**config.mk**
```make
export PLATFORM = sky130hd
export DESIGN_NAME = wb_regfile
export DESIGN_NICKNAME = d
export VERILOG_FILES = /design/src/rtl/wb_regfile.sv
export SDC_FILE = /design/constraint.sdc
export NUM_CORES = 2
export LEC_CHECK = 0
export CORE_MARGIN = 3
export CORE_UTILIZATION = 45
export DETAILED_ROUTE_END_ITERATION = 16
export SLEW_MARGIN = 5
export SYNTH_ARGS = -nofsm -noshare
export SYNTH_HDL_FRONTEND = slang
export SYNTH_SLANG_ARGS = --single-unit
```
**constraint.sdc**
```tcl
create_clock -name clk -period 1.9 [get_ports clk]
set_input_delay 0.19 -clock clk [delete_from_list [all_inputs] [get_ports clk]]
set_output_delay 0.19 -clock clk [all_outputs]
set_load 0.05 [all_outputs]
```
**src/rtl/wb_regfile.sv**
```systemverilog
// rtl/wb_regfile.sv - writeback-stage register file with result mux, write bypass and commit counter
module wb_regfile #(
    parameter int DATA_W   = 32,
    parameter int ADDR_W   = 5,
    parameter int LINK_REG = 31,
    parameter int BYPASS   = 1
) (
    input  logic              clk,
    input  logic              rst_n,
    input  logic              regwritew,
    input  logic              memtoregw,
    input  logic              jumplinkw,
    input  logic [DATA_W-1:0] rdw,
    input  logic [DATA_W-1:0] aluoutw,
    input  logic [ADDR_W-1:0] writeregw,
    input  logic [DATA_W-1:0] pcplus4w,
    input  logic [ADDR_W-1:0] ra1,
    input  logic [ADDR_W-1:0] ra2,
    output logic [DATA_W-1:0] rd1,
    output logic [DATA_W-1:0] rd2,
    output logic [DATA_W-1:0] resultw,
    output logic [31:0]       commit_cnt
);

    localparam int NREGS = 2 ** ADDR_W;

    logic [DATA_W-1:0] regs_q [NREGS];
    logic [31:0]       commit_cnt_q;
    logic [31:0]       commit_cnt_d;
    logic [ADDR_W-1:0] dst;
    logic              we;
    logic              byp_en;

    // Link takes priority so an X on memtoregw cannot leak into a jal/jalr result.
    always_comb begin
        resultw = aluoutw;
        if (jumplinkw) begin
            resultw = pcplus4w;
        end else if (memtoregw) begin
            resultw = rdw;
        end
    end

    assign dst    = jumplinkw ? ADDR_W'(LINK_REG) : writeregw;
    assign we     = (regwritew | jumplinkw) & (dst != '0);
    assign byp_en = (BYPASS != 0) & we & rst_n;

    always_comb begin
        commit_cnt_d = commit_cnt_q;
        if (we) begin
            commit_cnt_d = commit_cnt_q + 32'd1;
        end
    end

    always_ff @(posedge clk or negedge rst_n) begin
        if (!rst_n) begin
            for (int i = 0; i < NREGS; i++) begin
                regs_q[i] <= '0;
            end
            commit_cnt_q <= '0;
        end else begin
            if (we) begin
                regs_q[dst] <= resultw;
            end
            commit_cnt_q <= commit_cnt_d;
        end
    end

    always_comb begin
        rd1 = regs_q[ra1];
        if (ra1 == '0 || !rst_n) begin
            rd1 = '0;
        end else if (byp_en && dst == ra1) begin
            rd1 = resultw;
        end
    end

    always_comb begin
        rd2 = regs_q[ra2];
        if (ra2 == '0 || !rst_n) begin
            rd2 = '0;
        end else if (byp_en && dst == ra2) begin
            rd2 = resultw;
        end
    end

    assign commit_cnt = commit_cnt_q;

endmodule

```
==> flow_metrics.py <==
metrics = {
    "run_status": {
        "status": "finished, violations left",
        "violations": "setup timing",
    },
    "synthesis": {
        "yosysWarnings": 0,
        "synth.avg_cell_area_sq_um": 11.07,
        "synth_edf_count": 0,
        "syn_nets": 5072,
        "synth.cell_area_sq_um": 54860,
        "yosysSeqAreaShare_pct": 48.17,
        "ys_seq_elements": 1056,
        "synthCells": 4955,
        "ys.flop_type": "dfrtp_1",
        "async_reset_ff_share_pct": 100.0,
        "synthDistinctLibCells": 65,
    },
    "cts": {
        "cts_root_buf": "clkbuf_16",
        "cts_tree": "done",
        "numCtsBuffers": 115,
        "htreeDepth": 3,
        "path_clk_slew_ns": 0.06,
        "cts_buffer_depth": 3,
        "clkLatencyLatePin_ns": 0.71,
        "cts.sinks": 1056,
    },
    "power": {
        "power.leakage_nw": 33.15,
        "p_per_area_nw_per_um2": 894.0,
        "vdd_drop_max_v": 0.0007296,
    },
    "sta": {
        "relSlewSlack_pct": 39.46,
        "period_share_pct": 151.9,
        "setup_slack_ns": -0.9856,
        "period_needed_ns": 2.886,
        "skew_ns": 0.01478,
        "hold_viol": 0,
        "timing.final.max_slew_violations": 0,
        "fmax_ghz": 0.3465,
        "worstMarginPinSlew_ns": 0.9081,
        "rsz0062_at_grt": "true",
        "finalSetupViolCount": 64,
    },
    "finish": {
        "instances_no_fill": 7580,
        "final_layout_size_suffix_gt1_share_pct": 38.17,
        "seqCellArea_sq_um": 26440,
        "final_common_cell": "nand2_1",
        "utilization_pct": 62.33,
        "fin_nets": 5984,
        "mostFrequentLayoutCells": "1057 x nand2_1, 1043 x dfrtp_1, 848 x buf_4",
        "multi_input_area_sq_um": 28270,
        "syn_to_final_growth_pct": 36.86,
        "fill_cells": 9485,
        "fin_area_sq_um": 75080,
    },
    "grt": {
        "grt_use_total_pct": 34.82,
        "grt-ovfl-total": 0,
        "grt_pass1_vias": 47310,
        "antenna_found_initial": 4,
        "grt_start_max_net_pins": 150,
        "grt_pass1_wl_um": 321500,
    },
    "place": {
        "placed_area_sq_um": 69020,
        "dp.cells": 7289,
        "dpl.hpwl_um": 152300,
        "gp_congestion": 0.9436,
        "port_buffers": 243,
    },
    "critical_path": {
        "crit_arrival_ns": 2.70,
        "cp_max_fo": 2,
        "end_kind": "primary output",
        "critPathKind": "register to primary output",
        "critical_path_required_ns": 1.71,
        "worst-r2r-setup-slack_ns": 0.15,
        "crit_path_start_kind": "register",
    },
    "detailed_routing": {
        "drt-pass1-iter-count": 8,
        "vias": 47610,
        "ant_nets": 0,
        "avgViaCountPerCell": 6.282,
        "wl_um": 220400,
        "drc": 0,
        "initialDrtViolationCount": 5166,
        "wire_per_inst_um": 29.08,
    },
    "die": {
        "fp.dieArea_sq_um": 126100,
        "core_area_sq_um": 120400,
        "die_h_um": 355.2,
        "initial_utilization_pct": 45.54,
        "rows": 127,
        "die_x_um": 355.2,
        "pin_count": 244,
    },
    "hold_path": {
        "hp-class": "input pin to async pin",
    },
    "flow_run": {
        "cap_violations": 0,
    },
}
-- worst max-delay path: stages, from the launching register on --
cell and delay [ns]:
dfrtp_1 0.39, mux4_2 0.50, mux4_2 0.52, mux2i_2 0.20, buf_4 0.17, o22ai_4 0.06, buf_12 0.15
-- final timing paths --
path                                        to  cells after the start            from
min in group clk                   regs_q[642]                      5       jumplinkw
worst max-delay path                    rd2[6]                      6       regs_q[6]
worst min-delay path               regs_q[618]                      4           rst_n
worst max register to register  commit_cnt[26]                      5  commit_cnt[17]
worst min register to register     regs_q[993]                      0     regs_q[993]
max in group asynchronous           regs_q[70]                      5           rst_n
-- through the flow --
stage,hold WS [ns],total power (W),worst slack [ns],TNS (ns)
6_report,0.03229,0.06712,-0.9856,-47.61
5_1_grt,0.03992,0.06953,-1.024,-50.51
4_1_cts,0.1716,0.06671,-1.018,-49.62
3_5_place_dp,0.1870,0.04242,-0.9369,-377.13
3_3_place_gp,0.1962,0.04197,-0.8984,-355.76
2_1_floorplan,-0.1056,0.03509,-0.3153,-15.56
-- power by group --
| part | switching (W) | internal (W) |
|---|---|---|
| clock | 0.00974 | 0.0142 |
| combinational | 0.00813 | 0.00793 |
| sequential | 0.00193 | 0.0252 |
-- synthesized netlist by cell type, drive strengths merged (3+ instances only) --
cell,instances,share of area (%)
mux4,506,21
nor2,61,0.42
nor3,21,0.24
or3b,7,0.11
xnor2,24,0.38
or4,20,0.28
nor3b,13,0.21
mux2i,117,2.1
xor2,13,0.21
nand4,14,0.16
or2,11,0.13
buf,157,1.8
dfrtp,1056,48
nand2,1076,7.4
a31o,9,0.14
nor2b,10,0.11
and2,4,0.046
o32ai,7,0.11
a21oi,63,0.58
a32o,5,0.091
a211oi,5,0.078
a21o,3,0.041
o21ai,1018,9.3
nand3,31,0.37
and3,7,0.080
clkbuf,375,2.6
mux2,30,0.62
nand3b,3,0.041
a221oi,22,0.35
o22ai,152,1.7
a22oi,24,0.33
inv,46,0.31
or3,3,0.034
a2bb2oi,8,0.13
nor4,5,0.080
o221ai,14,0.22
-- final cells by class --
class	count	area share (%)
Sequential cell	1056	35.22
Antenna cell	2	0.006666
Timing Repair Buffer	1327	18.81
Clock buffer	173	4.566
Clock inverter	43	0.7966
Multi-Input combinational cell	3320	37.66
Inverter	47	0.2583
Tap cell	1612	2.686
-- layer usage --
layer | part of all wire (%) | wire length [um] | track usage [%]
met5 | 0.034 | 76 | 0.7308
met4 | 6.2 | 13730 | 17.87
met3 | 11 | 24110 | 8.943
met2 | 45 | 98220 | 53.05
met1 | 38 | 84290 | 46.27
-- registers in the layout (all words and copies together), names as in the netlist --
| signal | cells |
|---|---|
| commit_cnt | 32 |
| regs_q | 1024 |
-- logic make-up after synthesis --
logic type / Yosys count / synth area share, %
simple gates: 1288 / 9.700
fa+ha+maj: 1 / 0.02280
buf+inv: 579 / 4.714
flops: 1056 / 48.17
compound gates: 1341 / 13.28
xor+xnor: 37 / 0.5907
mux: 653 / 23.52
-- timing repair --
action	4_1_cts	5_1_grt
endpoints found under the setup margin	112	91
hold endpoints to repair	500	1
gates cloned	3	1
resized for setup	263	86
pin swaps	123	42
hold buffers	1	1
setup buffers	42	35
No activity file was read; power rests on OpenSTA's default activity.
